==> src/rtl/mem_stage_if.sv <==
// Data-memory request/acknowledge bus between the MEM stage (master) and the
// data memory (slave).
interface mem_stage_if #(
    parameter int DATA_WIDTH = 16,
    parameter int ADDR_WIDTH = 12
);
    logic                  dmem_req;
    logic                  dmem_we;
    logic [ADDR_WIDTH-1:0] dmem_addr;
    logic [DATA_WIDTH-1:0] dmem_wdata;
    logic                  dmem_ack;
    logic [DATA_WIDTH-1:0] dmem_rdata;

    modport master (
        output dmem_req, dmem_we, dmem_addr, dmem_wdata,
        input  dmem_ack, dmem_rdata
    );

    modport slave (
        input  dmem_req, dmem_we, dmem_addr, dmem_wdata,
        output dmem_ack, dmem_rdata
    );
endinterface

==> src/rtl/mem_stage.sv <==
// MEM pipeline stage: runs loads/stores on the req/ack data bus with a bounded
// timeout, stalls upstream while an access is pending, registers MEM/WB outputs.
module mem_stage #(
    parameter int PC_WIDTH      = 12,
    parameter int DATA_WIDTH    = 16,
    parameter int REGADDR_WIDTH = 3,
    parameter int ADDR_WIDTH    = 12,
    parameter int TIMEOUT       = 8
) (
    input  logic                     clk,
    input  logic                     reset,
    input  logic                     mem_reg_write,
    input  logic                     mem_mem_read,
    input  logic                     mem_mem_write,
    input  logic                     mem_branch,
    input  logic [PC_WIDTH-1:0]      mem_pc,
    input  logic [DATA_WIDTH-1:0]    mem_alu_result,
    input  logic [DATA_WIDTH-1:0]    mem_write_data,
    input  logic [REGADDR_WIDTH-1:0] mem_rd,
    mem_stage_if.master              dmem,
    output logic                     stall,
    output logic                     pc_src,
    output logic [PC_WIDTH-1:0]      branch_target,
    output logic                     bus_error,
    output logic                     wb_reg_write,
    output logic                     wb_mem_to_reg,
    output logic [DATA_WIDTH-1:0]    wb_alu_result,
    output logic [DATA_WIDTH-1:0]    wb_read_data,
    output logic [REGADDR_WIDTH-1:0] wb_rd,
    output logic [PC_WIDTH-1:0]      wb_pc
);
    localparam int CNT_W = $clog2(TIMEOUT + 1);
    localparam logic [CNT_W-1:0] CNT_LAST = CNT_W'(TIMEOUT - 1);
    localparam logic [CNT_W-1:0] CNT_MAX  = CNT_W'(TIMEOUT);

    typedef enum logic [1:0] {IDLE, ACCESS, COMPLETE} state_e;

    state_e                   state_q, state_d;
    logic [CNT_W-1:0]         cnt_q, cnt_d;
    logic [ADDR_WIDTH-1:0]    addr_q, addr_d;
    logic                     we_q, we_d;
    logic [DATA_WIDTH-1:0]    wdata_q, wdata_d;
    logic [DATA_WIDTH-1:0]    alu_q, alu_d;
    logic [REGADDR_WIDTH-1:0] rd_q, rd_d;
    logic                     regw_q, regw_d;
    logic [PC_WIDTH-1:0]      pc_q, pc_d;
    logic                     read_q, read_d;
    logic [DATA_WIDTH-1:0]    rdata_q, rdata_d;
    logic                     err_q, err_d;
    logic                     bus_error_q, bus_error_d;
    logic                     wb_reg_write_q, wb_reg_write_d;
    logic                     wb_mem_to_reg_q, wb_mem_to_reg_d;
    logic [DATA_WIDTH-1:0]    wb_alu_result_q, wb_alu_result_d;
    logic [DATA_WIDTH-1:0]    wb_read_data_q, wb_read_data_d;
    logic [REGADDR_WIDTH-1:0] wb_rd_q, wb_rd_d;
    logic [PC_WIDTH-1:0]      wb_pc_q, wb_pc_d;
    logic                     stall_c;
    logic                     mem_op;

    assign mem_op = mem_mem_read | mem_mem_write;

    always_ff @(posedge clk or posedge reset) begin
        if (reset) begin
            state_q         <= IDLE;
            cnt_q           <= '0;
            addr_q          <= '0;
            we_q            <= 1'b0;
            wdata_q         <= '0;
            alu_q           <= '0;
            rd_q            <= '0;
            regw_q          <= 1'b0;
            pc_q            <= '0;
            read_q          <= 1'b0;
            rdata_q         <= '0;
            err_q           <= 1'b0;
            bus_error_q     <= 1'b0;
            wb_reg_write_q  <= 1'b0;
            wb_mem_to_reg_q <= 1'b0;
            wb_alu_result_q <= '0;
            wb_read_data_q  <= '0;
            wb_rd_q         <= '0;
            wb_pc_q         <= '0;
        end else begin
            state_q         <= state_d;
            cnt_q           <= cnt_d;
            addr_q          <= addr_d;
            we_q            <= we_d;
            wdata_q         <= wdata_d;
            alu_q           <= alu_d;
            rd_q            <= rd_d;
            regw_q          <= regw_d;
            pc_q            <= pc_d;
            read_q          <= read_d;
            rdata_q         <= rdata_d;
            err_q           <= err_d;
            bus_error_q     <= bus_error_d;
            wb_reg_write_q  <= wb_reg_write_d;
            wb_mem_to_reg_q <= wb_mem_to_reg_d;
            wb_alu_result_q <= wb_alu_result_d;
            wb_read_data_q  <= wb_read_data_d;
            wb_rd_q         <= wb_rd_d;
            wb_pc_q         <= wb_pc_d;
        end
    end

    always_comb begin
        state_d         = state_q;
        cnt_d           = cnt_q;
        addr_d          = addr_q;
        we_d            = we_q;
        wdata_d         = wdata_q;
        alu_d           = alu_q;
        rd_d            = rd_q;
        regw_d          = regw_q;
        pc_d            = pc_q;
        read_d          = read_q;
        rdata_d         = rdata_q;
        err_d           = err_q;
        bus_error_d     = 1'b0;
        wb_reg_write_d  = wb_reg_write_q;
        wb_mem_to_reg_d = wb_mem_to_reg_q;
        wb_alu_result_d = wb_alu_result_q;
        wb_read_data_d  = wb_read_data_q;
        wb_rd_d         = wb_rd_q;
        wb_pc_d         = wb_pc_q;
        stall_c         = 1'b0;
        pc_src          = 1'b0;

        unique case (state_q)
            IDLE: begin
                pc_src = mem_branch & (mem_alu_result == '0);
                if (mem_op) begin
                    stall_c = 1'b1;
                    state_d = ACCESS;
                    addr_d  = mem_alu_result[ADDR_WIDTH-1:0];
                    // A simultaneous read+write request is executed as a store.
                    we_d    = mem_mem_write;
                    read_d  = mem_mem_read & ~mem_mem_write;
                    wdata_d = mem_write_data;
                    alu_d   = mem_alu_result;
                    rd_d    = mem_rd;
                    regw_d  = mem_reg_write;
                    pc_d    = mem_pc;
                    cnt_d   = '0;
                    err_d   = 1'b0;
                    rdata_d = '0;
                    wb_reg_write_d  = 1'b0;
                    wb_mem_to_reg_d = 1'b0;
                    wb_alu_result_d = '0;
                    wb_read_data_d  = '0;
                    wb_rd_d         = '0;
                    wb_pc_d         = '0;
                end else begin
                    wb_reg_write_d  = mem_reg_write;
                    wb_mem_to_reg_d = 1'b0;
                    wb_alu_result_d = mem_alu_result;
                    wb_read_data_d  = '0;
                    wb_rd_d         = mem_rd;
                    wb_pc_d         = mem_pc;
                end
            end
            ACCESS: begin
                stall_c = 1'b1;
                cnt_d   = (cnt_q == CNT_MAX) ? cnt_q : cnt_q + CNT_W'(1);
                // An ack in the last allowed cycle takes priority over the timeout.
                if (dmem.dmem_ack) begin
                    rdata_d = dmem.dmem_rdata;
                    state_d = COMPLETE;
                end else if (cnt_q == CNT_LAST) begin
                    err_d       = 1'b1;
                    bus_error_d = 1'b1;
                    state_d     = COMPLETE;
                end
            end
            COMPLETE: begin
                wb_reg_write_d  = regw_q & ~err_q;
                wb_mem_to_reg_d = read_q;
                wb_alu_result_d = alu_q;
                wb_read_data_d  = err_q ? '0 : rdata_q;
                wb_rd_d         = rd_q;
                wb_pc_d         = pc_q;
                state_d         = IDLE;
            end
            default: state_d = IDLE;
        endcase
    end

    assign stall           = stall_c & ~reset;
    assign branch_target   = mem_pc;
    assign bus_error       = bus_error_q;
    assign dmem.dmem_req   = (state_q == ACCESS);
    assign dmem.dmem_we    = we_q;
    assign dmem.dmem_addr  = addr_q;
    assign dmem.dmem_wdata = wdata_q;
    assign wb_reg_write    = wb_reg_write_q;
    assign wb_mem_to_reg   = wb_mem_to_reg_q;
    assign wb_alu_result   = wb_alu_result_q;
    assign wb_read_data    = wb_read_data_q;
    assign wb_rd           = wb_rd_q;
    assign wb_pc           = wb_pc_q;
endmodule

==> src/flat_wrapper.sv <==
// flat-port wrapper written by rule: the top's interface ports become plain ports
module mem_stage_flat 
#(
    parameter int PC_WIDTH      = 12,
    parameter int DATA_WIDTH    = 16,
    parameter int REGADDR_WIDTH = 3,
    parameter int ADDR_WIDTH    = 12,
    parameter int TIMEOUT       = 8
)
  (clk, reset, mem_reg_write, mem_mem_read, mem_mem_write, mem_branch, mem_pc, mem_alu_result, mem_write_data, mem_rd, stall, pc_src, branch_target, bus_error, wb_reg_write, wb_mem_to_reg, wb_alu_result, wb_read_data, wb_rd, wb_pc, dmem_dmem_req, dmem_dmem_we, dmem_dmem_addr, dmem_dmem_wdata, dmem_dmem_ack, dmem_dmem_rdata);
  mem_stage_if #(.DATA_WIDTH(DATA_WIDTH), .ADDR_WIDTH(ADDR_WIDTH)) dmem_i ();
  input  logic clk;
  input  logic reset;
  input  logic mem_reg_write;
  input  logic mem_mem_read;
  input  logic mem_mem_write;
  input  logic mem_branch;
  input  logic [PC_WIDTH-1:0] mem_pc;
  input  logic [DATA_WIDTH-1:0] mem_alu_result;
  input  logic [DATA_WIDTH-1:0] mem_write_data;
  input  logic [REGADDR_WIDTH-1:0] mem_rd;
  output logic stall;
  output logic pc_src;
  output logic [PC_WIDTH-1:0] branch_target;
  output logic bus_error;
  output logic wb_reg_write;
  output logic wb_mem_to_reg;
  output logic [DATA_WIDTH-1:0] wb_alu_result;
  output logic [DATA_WIDTH-1:0] wb_read_data;
  output logic [REGADDR_WIDTH-1:0] wb_rd;
  output logic [PC_WIDTH-1:0] wb_pc;
  output wire logic [$bits(dmem_i.dmem_req)-1:0] dmem_dmem_req;
  output wire logic [$bits(dmem_i.dmem_we)-1:0] dmem_dmem_we;
  output wire logic [$bits(dmem_i.dmem_addr)-1:0] dmem_dmem_addr;
  output wire logic [$bits(dmem_i.dmem_wdata)-1:0] dmem_dmem_wdata;
  input wire logic [$bits(dmem_i.dmem_ack)-1:0] dmem_dmem_ack;
  input wire logic [$bits(dmem_i.dmem_rdata)-1:0] dmem_dmem_rdata;
  assign dmem_dmem_req = dmem_i.dmem_req;
  assign dmem_dmem_we = dmem_i.dmem_we;
  assign dmem_dmem_addr = dmem_i.dmem_addr;
  assign dmem_dmem_wdata = dmem_i.dmem_wdata;
  assign dmem_i.dmem_ack = dmem_dmem_ack;
  assign dmem_i.dmem_rdata = dmem_dmem_rdata;
  mem_stage #(.PC_WIDTH(PC_WIDTH), .DATA_WIDTH(DATA_WIDTH), .REGADDR_WIDTH(REGADDR_WIDTH), .ADDR_WIDTH(ADDR_WIDTH), .TIMEOUT(TIMEOUT)) u_core (.clk(clk), .reset(reset), .mem_reg_write(mem_reg_write), .mem_mem_read(mem_mem_read), .mem_mem_write(mem_mem_write), .mem_branch(mem_branch), .mem_pc(mem_pc), .mem_alu_result(mem_alu_result), .mem_write_data(mem_write_data), .mem_rd(mem_rd), .dmem(dmem_i), .stall(stall), .pc_src(pc_src), .branch_target(branch_target), .bus_error(bus_error), .wb_reg_write(wb_reg_write), .wb_mem_to_reg(wb_mem_to_reg), .wb_alu_result(wb_alu_result), .wb_read_data(wb_read_data), .wb_rd(wb_rd), .wb_pc(wb_pc));
endmodule
==> config.mk <==
export PLATFORM = sky130hd
export DESIGN_NAME = mem_stage_flat
export DESIGN_NICKNAME = d
export VERILOG_FILES = /design/src/rtl/mem_stage_if.sv /design/src/rtl/mem_stage.sv /design/src/flat_wrapper.sv
export SDC_FILE = /design/constraint.sdc
export NUM_CORES = 1
export LEC_CHECK = 0
export CORE_MARGIN = 5
export CORE_UTILIZATION = 50
export CTS_CLUSTER_DIAMETER = 150
export DETAILED_ROUTE_END_ITERATION = 10
export GPL_TIMING_DRIVEN = 0
export PLACE_DENSITY = 0.89
export SYNTH_ARGS = -nofsm -noshare
export SYNTH_HDL_FRONTEND = slang
export SYNTH_SLANG_ARGS = --single-unit
export TNS_END_PERCENT = 1
==> constraint.sdc <==
create_clock -name clk -period 9.7 [get_ports clk]
set_input_delay 1.94 -clock clk [delete_from_list [all_inputs] [get_ports clk]]
set_output_delay 1.94 -clock clk [all_outputs]
set_load 0.05 [all_outputs]
==> flow_summary.toml, run 1 <==
[routing]
vias = 3903
drc_errors = 0
wire_per_inst_um = 19.32
drt.antenna.violating_nets = 0
drt-initial-drc-count = 212
drtPass1Iterations = 6
wl_final_mm = 13.80
route.detailed.vias_per_inst = 5.466

[synth]
synth.cell_area_um2 = 5086
synth_async_reset_ratio = 1.000
synthesis.instances = 385
synth_warnings = 0
number_of_flops_mapped_to_enable_cells_by_yosys = 0
synth_area_per_cell_um2 = 13.21
yosys_most_used_dff = "dfrtp_1"
seq_area_frac_synth = 0.6052
synth_cell_types = 41
synth_fp_nets = 457
yosys_register_bits = 123

[sta]
fin_worst_skew_ns = 0.008270
finalMaxSlewViolations = 0
post-route-min-period_ns = 5.893
setup_slack_ns = 3.807
hold_viol_final = 0
highest_clock_frequency_the_design_can_meet_ghz = 0.1697
timing_worst_slew_pin_value_ns = 0.5827
relSlewSlack = 0.6115
timing.final.crit_share = 0.6075
rsz0062_at_grt = "no"
fin_tns_setup_ns = 0
final-setup-viol-count = 0

[global_route]
grt.met3_usage = 0.06550
grtUsageTotal = 0.2313
grt_pass1_vias = 4189
grt-ovfl-total = 0
global_route.usage.met1 = 0.2812
gr-max-usage-layer = "met2"
antenna_found_initial = 0
grt_max_degree = 77
grt_pass1_wl_mm = 22.44
global_route.usage.met2 = 0.3883

[placement]
dp.final_hpwl_mm = 9.948
placed_cells = 682
finalWeightedCongestion = 0.7740
dp_worst_setup_slack_ns = 3.795
io_buffers = 163

[die]
initial_core_util = 0.5156
design.portCount = 164
fp.dieArea_um2 = 12290
core_area_um2 = 9864
floorplan.die.height_um = 110.9
fp.dieW_um = 110.9
core.rowCount = 36

[hold_path]
hold_path_class = "reg2reg"

[critical_path]
worstPathRequired_ns = 7.76
crit_path_max_incr_delay_ns = 0.81
crit_chain = "clkdlybuf4s50_1, nor4_1, nand3_1, nor2_1, clkdlybuf4s50_1"
timing.critical_path.from_type = "primary input"
timing.setup.critical_path_class = "in2out"
cp_slowest_cell = "clkdlybuf4s50_1"
worstPathArrival_ns = 3.95
reg2reg_setup_slack_ns = 8.00
timing.critical_path.mode_cell = "clkdlybuf4s50_1"
cp-end-kind = "output port"
timing.critical_path.fanout_max = 3

[cts]
postCtsSetupRepairBufs = 0
clk_pin_slew_worst_paths_ns = 0.06
max_buffers_root_to_sink = 2
cts_made_buffers = 17
cts_num_sinks = 123
cts_tree = "built"
insertion_delay_ns = 0.51
cts_max_level = 4
root_buffer = "clkbuf_8"
cts_repair_resize_count = 0
cts-hold-fix-buffers = 0

[finish]
layout-area-overhead-vs-synth_pct = 48.12
antenna_fix_cells = 0
leading_cell_type_in_the_layout_fill_and_taps_excluded = "clkdlybuf4s50_1"
nNetsFinal = 640
commonest_cells_after_routing_fill_and_taps_aside = "clkdlybuf4s50_1 (163), dfrtp_1 (123), mux2_2 (38)"
post_route_cells_drive_above_1_share = 0.1997
fin_cells = 714

[power_and_ir_drop]
total_leakage_power_uw = 0.003408
vdd_drop_max_v = 0.0002401
power-per-cell-area_nw_per_um2 = 375.7

[outcome]
outcome = "finished, final reports clean"

[flow_run]
drv.max_cap_violation_count = 0
==> power by group <==
part	total [µW]	leakage, µW	internal, µW	switching [µW]
Combinational	1340	0.00155	518	818
Clock	650	0.000298	430	220
Sequential	844	0.00156	719	125
==> stage by stage <==
step                      power (µW)  hold slack [ns]  utilization  instance area (µm²)
after floorplan                 1738           0.4499            -                 5086
after global placement          2140           0.4609       0.6979                 6884
after detailed placement        2182           0.4679       0.7012                 6917
after CTS                       2848           0.4809       0.7637                 7533
after global routing            2955           0.4910       0.7637                 7533
final                           2830           0.4766       0.7637                 7533
==> cell type report <==
| class | instances | area, µm² |
|---|---|---|
| plain buffers | 47 | 314.1 |
| repair buffers | 164 | 1659 |
| well taps | 133 | 166.4 |
| inverters | 17 | 68.82 |
| fillers | 605 | 2331 |
| clock buffers | 21 | 449.2 |
| flip-flops and latches | 123 | 3078 |
| multi-input cells | 198 | 1630 |
| clock inverters | 11 | 167.7 |
==> per-layer routing <==
layer | part of all wire | up-vias
met5 | 0 | -
met4 | 0.024 | 0
met3 | 0.056 | 25
met2 | 0.51 | 134
met1 | 0.41 | 1984
li1 | - | 1760
==> logic make-up (layout without fill, tap and decap cells) <==
kind of cell	after synthesis	count (layout)	synth area share
xor+xnor	1	1	0.001722
compound gates	77	77	0.1365
buf+inv	64	260	0.07429
mux	50	50	0.1102
fa+ha+maj	2	2	0.004919
flops	123	123	0.6052
simple gates	68	68	0.06716
==> Yosys cell counts, types with 3 or more instances <==
cell type,count,area [µm²]
a221o_1,20,200.2
a222oi_1,12,120.1
a22o_1,34,297.8
buf_2,8,40.04
buf_4,26,195.2
buf_6,4,45.04
clkbuf_1,8,30.03
dfrtp_1,123,3078
inv_1,17,63.81
mux2_1,10,112.6
mux2_2,38,427.9
nand2_1,21,78.83
nor2_1,24,90.09
nor4_1,3,18.77
==> worst max-delay path: cells and delay by family <==
family | cells | cell delay (ns)
buffers and inverters | 2 | 1.30
AND/OR/NAND/NOR | 3 | 0.71
==> path summary, 6_finish.rpt <==
check	from	endpoint	depth (start not counted)
min in group asynchronous	reset	u_core.dmem.dmem_wdata[11]	2
worst min-delay path	u_core.err_q	u_core.err_q	1
worst max register to register	u_core.state_q[1]	u_core.pc_q[4]	5
max in group asynchronous	reset	u_core.rdata_q[2]	3
worst min register to register	u_core.err_q	u_core.err_q	1
worst max-delay path	mem_alu_result[8]	pc_src	5
No activity file was read; power rests on OpenSTA's default activity.
==> inputs of run 2 (changes only) <==
- CORE_UTILIZATION: 50 -> 42
- PLACE_DENSITY: 0.89 -> 0.8
- clock period: 9.7 -> 5.1 ns (I/O delays scaled with it)
==> run 2 against run 1 <==
Critical path depth unchanged. Final cell count up 2.0%. Worst hold slack better by 0.0082 ns. Power up 90%. Worst setup slack worse by 2.8 ns. Design area up 0.22%. Global-route usage down 3.2 points. Non-clock buffer count unchanged. Largest power group unchanged.
==> flow_summary.toml, run 2 (synthesis gave the netlist of run 1 again) <==
[outcome]
outcome = "finished, final reports clean"

[die]
core_area_um2 = 11960
design.portCount = 164
initial_core_util = 0.4252
fp.dieW_um = 120.0
floorplan.die.height_um = 120.0
fp.dieArea_um2 = 14410
core.rowCount = 40

[power_and_ir_drop]
vdd_drop_max_v = 0.0004550
power-per-cell-area_nw_per_um2 = 712.9
total_leakage_power_uw = 0.003417

[finish]
post_route_cells_drive_above_1_share = 0.1979
commonest_cells_after_routing_fill_and_taps_aside = "clkdlybuf4s50_1 (163), dfrtp_1 (123), mux2_2 (38)"
nNetsFinal = 640
layout.filler_cells = 912
antenna_fix_cells = 0
final_cell_area_um2 = 7550
leading_cell_type_in_the_layout_fill_and_taps_excluded = "clkdlybuf4s50_1"
fin_cells = 728
layout-area-overhead-vs-synth_pct = 48.44

[sta]
post-route-min-period_ns = 4.116
hold_viol_final = 0
fin_worst_skew_ns = 0.004764
timing.final.crit_share = 0.8071
final-setup-viol-count = 0
rsz0062_at_grt = "no"
setup_slack_ns = 0.9837
relSlewSlack = 0.6136
finalMaxSlewViolations = 0
highest_clock_frequency_the_design_can_meet_ghz = 0.2429
fin_tns_setup_ns = 0
timing_worst_slew_pin_value_ns = 0.5796

[cts]
cts_tree = "built"
root_buffer = "clkbuf_16"
cts-hold-fix-buffers = 0
clk_pin_slew_worst_paths_ns = 0.05
insertion_delay_ns = 0.41
cts_num_sinks = 123
cts_made_buffers = 17
postCtsSetupRepairBufs = 0
cts_max_level = 4
max_buffers_root_to_sink = 2
cts_repair_resize_count = 0

[hold_path]
hold_path_startpoint = "u_core.err_q"
hold_path_end = "u_core.err_q"
hold_path_class = "reg2reg"
hold_depth = 1

[placement]
dp_worst_setup_slack_ns = 0.9396
finalWeightedCongestion = 0.8193
placed_cells = 696
dp.final_hpwl_mm = 10.10
io_buffers = 163
place_area_um2 = 6934

[global_route]
grt_pass1_vias = 4313
grt-ovfl-total = 0
grt_pass1_wl_mm = 22.45
grtUsageTotal = 0.1998
grt_max_degree = 68
antenna_found_initial = 0

[critical_path]
timing.critical_path.fanout_max = 3
cp-end-kind = "output port"
worstPathRequired_ns = 4.08
timing.critical_path.mode_cell = "clkdlybuf4s50_1"
critical_path.reg2reg.startpoint = "u_core.state_q[1]"
crit_chain = "clkdlybuf4s50_1, nor4_1, nand3_1, nor2_1, clkdlybuf4s50_1"
critical_path.reg2reg.endpoint = "u_core.dmem.dmem_wdata[11]"
crit_path_max_incr_delay_ns = 0.83
worstPathArrival_ns = 3.10
crit_family = "buffers and inverters"
length_in_cells_of_the_worst_reg_to_reg_path = 5
timing.setup.critical_path_class = "in2out"
reg2reg_setup_slack_ns = 3.40
timing.critical_path.from_type = "primary input"
worst-path-buf-inv = 2
cp_slowest_cell = "clkdlybuf4s50_1"

[routing]
drc_errors = 0
wl_final_mm = 13.86
vias = 3932
drtPass1Iterations = 7
drt-initial-drc-count = 348
drt.antenna.violating_nets = 0
route.detailed.vias_per_inst = 5.401
wire_per_inst_um = 19.03

[flow_run]
drv.max_cap_violation_count = 0
[run 2: cell types whose count changed in the layout (fill, tap and decap cells not counted), sizes merged]
| cell | previous run | this run |
|---|---|---|
| clkinv | 5 | 4 |
| bufinv | 4 | 3 |
| clkinvlp | 2 | 0 |
| clkbuf | 29 | 33 |
[run 2: where the power goes]
group | switching, µW | internal, µW
logic | 1560 | 985
registers | 237 | 1370
clock network | 406 | 830
total | 2200 | 3180
[run 2: metal layers]
| metal | global-route usage | up-vias | wire [µm] |
|---|---|---|---|
| met5 | 0 | - | 0 |
| met4 | 0.08876 | 0 | 382 |
| met3 | 0.06692 | 36 | 1034 |
| met2 | 0.3246 | 154 | 6859 |
| met1 | 0.2417 | 1982 | 5578 |
| li1 | - | 1760 | - |
[run 2: through the flow]
step	power (µW)	hold WS (ns)	util
CTS	5425	0.4873	0.6312
global placement	4082	0.4586	0.5770
global route	5631	0.5139	0.6312
detailed placement	4164	0.4789	0.5797
finish	5382	0.4848	0.6312
floorplan	3305	0.4499	-
[run 2: layout make-up]
class | count | area (µm²) | share of cell area
clock inverters | 7 | 110.1 | 0.01458
inverters | 17 | 68.82 | 0.009115
clock buffers | 25 | 505.5 | 0.06695
multi-input cells | 198 | 1630 | 0.2159
flip-flops and latches | 123 | 3078 | 0.4077
plain buffers | 47 | 314.1 | 0.04160
well taps | 147 | 183.9 | 0.02436
repair buffers | 164 | 1659 | 0.2198
[run 2: worst register-to-register path: cells and delay by family (launching register included)]
family | cells | cell delay [ns]
buf+inv | 2 | 0.38
flops | 1 | 0.36
mux | 1 | 0.35
simple gates | 2 | 0.49
[run 2: worst max path at each step]
stage / start / to / slack (ns) / cells past startpoint
after floorplan: reset / u_core.alu_q[11] / 0.81 / 1
after global placement: reset / u_core.dmem.dmem_wdata[1] / -0.82 / 2
after detailed placement: mem_alu_result[8] / pc_src / 0.94 / 5
after CTS: mem_alu_result[8] / pc_src / 0.94 / 5
after global routing: mem_alu_result[8] / pc_src / 0.94 / 5
final: mem_alu_result[8] / pc_src / 0.98 / 5
==> inputs of run 3 (changes only) <==
- clock period: 5.1 -> 3.6 ns (I/O delays scaled with it)
==> run 3 against run 2 <==
Flip-flop and latch count unchanged. Clock skew increased by 0.0025 ns. Critical path depth unchanged. Power increased by 46%. Sequential power increased by 41%. First-iteration DRC count decreased by 1.1%. Critical path type unchanged. Largest power group unchanged.
==> flow_summary.toml, run 3 (synthesis gave the netlist of run 1 again) <==
[global_route]
global_route.usage.met2 = 0.3151
grt_max_degree = 43
grtUsageTotal = 0.1932
grt_pass1_wl_mm = 21.72
grt-ovfl-total = 0
grt_pass1_vias = 4213
antenna_found_initial = 0
gr-max-usage-layer = "met2"
global_route.usage.met1 = 0.2354
grt.met3_usage = 0.07163

[power_and_ir_drop]
power.share.switching = 0.3953
internal_power_uw = 4755
power_frac_clock = 0.256
share_seq_of_total_power = 0.288
power-per-cell-area_nw_per_um2 = 1028
total_leakage_power_uw = 0.003452
power.share.combinational = 0.456
vdd_drop_max_v = 0.0006571
net-switching-power_uw = 3109
fin_total_pwr_uw = 7864

[sta]
relSlewSlack = 0.3881
whs_ns = 0.4826
rsz0062_at_grt = "no"
timing.final.crit_share = 0.9267
finalMaxSlewViolations = 0
hold_viol_final = 0
setup_slack_ns = 0.2639
final-setup-viol-count = 0
timing_worst_slew_pin_value_ns = 0.9160
fin_worst_skew_ns = 0.007303
post-route-min-period_ns = 3.336
highest_clock_frequency_the_design_can_meet_ghz = 0.2998

[cts]
max_buffers_root_to_sink = 2
cts_made_buffers = 17
cts-hold-fix-buffers = 0
cts_max_level = 4
cts_tree = "built"
cts_num_sinks = 123
cts_repair_resize_count = 1
clk_pin_slew_worst_paths_ns = 0.05
insertion_delay_ns = 0.41
postCtsSetupRepairBufs = 0
root_buffer = "clkbuf_16"

[die]
fp.dieW_um = 120.0
initial_core_util = 0.4252
fp.dieArea_um2 = 14410
design.portCount = 164
core.rowCount = 40
floorplan.die.height_um = 120.0
core_area_um2 = 11960

[finish]
seqCellArea_um2 = 3078
commonest_cells_after_routing_fill_and_taps_aside = "clkdlybuf4s50_1 (162), dfrtp_1 (123), mux2_2 (38)"
nNetsFinal = 641
final_cell_area_um2 = 7652
leading_cell_type_in_the_layout_fill_and_taps_excluded = "clkdlybuf4s50_1"
multi_input_comb_area_um2 = 1630
final_core_util = 0.6397
layout-area-overhead-vs-synth_pct = 50.46
antenna_fix_cells = 0
post_route_cells_drive_above_1_share = 0.2027
layout.filler_cells = 921

[critical_path]
timing.critical_path.fanout_max = 3
timing.setup.critical_path_class = "in2out"
worstPathRequired_ns = 2.88
cp-end-kind = "output port"
timing.critical_path.from_type = "primary input"
worstPathArrival_ns = 2.62

[placement]
finalWeightedCongestion = 0.8151
dp_worst_setup_slack_ns = -0.06692
dp.final_hpwl_mm = 9.924
io_buffers = 163
place_area_um2 = 6945

[routing]
drtPass1Iterations = 6
wl_final_mm = 13.46
drt-initial-drc-count = 344
route.detailed.vias_per_inst = 5.255
wire_per_inst_um = 18.47
drt.antenna.violating_nets = 0
drc_errors = 0
vias = 3831

[flow_run]
drv.max_cap_violation_count = 0

[hold_path]
hold_path_class = "reg2reg"

[outcome]
outcome = "finished, final reports clean"
## run 3: power groups by stage
stage          clock (µW)  combinational, µW  sequential (µW)
4_1_cts              2040               3620             2270
2_1_floorplan           0               1540             3140
3_5_place_dp            0               3610             2280
3_3_place_gp            0               3540             2240
5_1_grt              2110               3780             2330
6_report             2010               3590             2260
## run 3: path summary, 6_finish.rpt
check / startpoint / slack [ns] / cells past startpoint / endpoint
worst min register to register: u_core.dmem.dmem_wdata[6] / 0.48 / 1 / u_core.dmem.dmem_wdata[6]
worst min-delay path: u_core.dmem.dmem_wdata[6] / 0.48 / 1 / u_core.dmem.dmem_wdata[6]
max in group asynchronous: reset / 1.75 / 4 / u_core.wb_read_data[0]
worst max-delay path: mem_alu_result[8] / 0.26 / 5 / pc_src
min in group asynchronous: reset / 0.89 / 2 / u_core.wb_pc[0]
worst max register to register: u_core.state_q[1] / 1.92 / 5 / u_core.pc_q[10]
## run 3: cell type report
type	count	area share
Sequential cell	123	0.4022
Tap cell	147	0.02404
Inverter	17	0.008829
Timing Repair Buffer	165	0.2183
Buffer	47	0.04104
Multi-Input combinational cell	198	0.2130
Clock buffer	21	0.06148
Clock inverter	11	0.03107
## run 3: worst max-delay path, cell delays in order
cell and delay, ns:
clkdlybuf4s50_1 0.48, nor4_1 0.53, nand3_1 0.19, nor2_1 0.13
dlygate4sd2_1 0.55
## run 3: stage by stage
stage / cells / TNS, ns
after floorplan: 385 / 0
after CTS: 729 / 0
after global placement: 695 / 0
after global routing: 729 / 0
after detailed placement: 697 / -0.06692
final: 729 / 0
## run 3: metal layers
metal | routed length, µm | up-vias
li1 | - | 1751
met5 | 0 | -
met2 | 6700 | 134
met1 | 5403 | 1922
met4 | 310 | 0
met3 | 1048 | 24
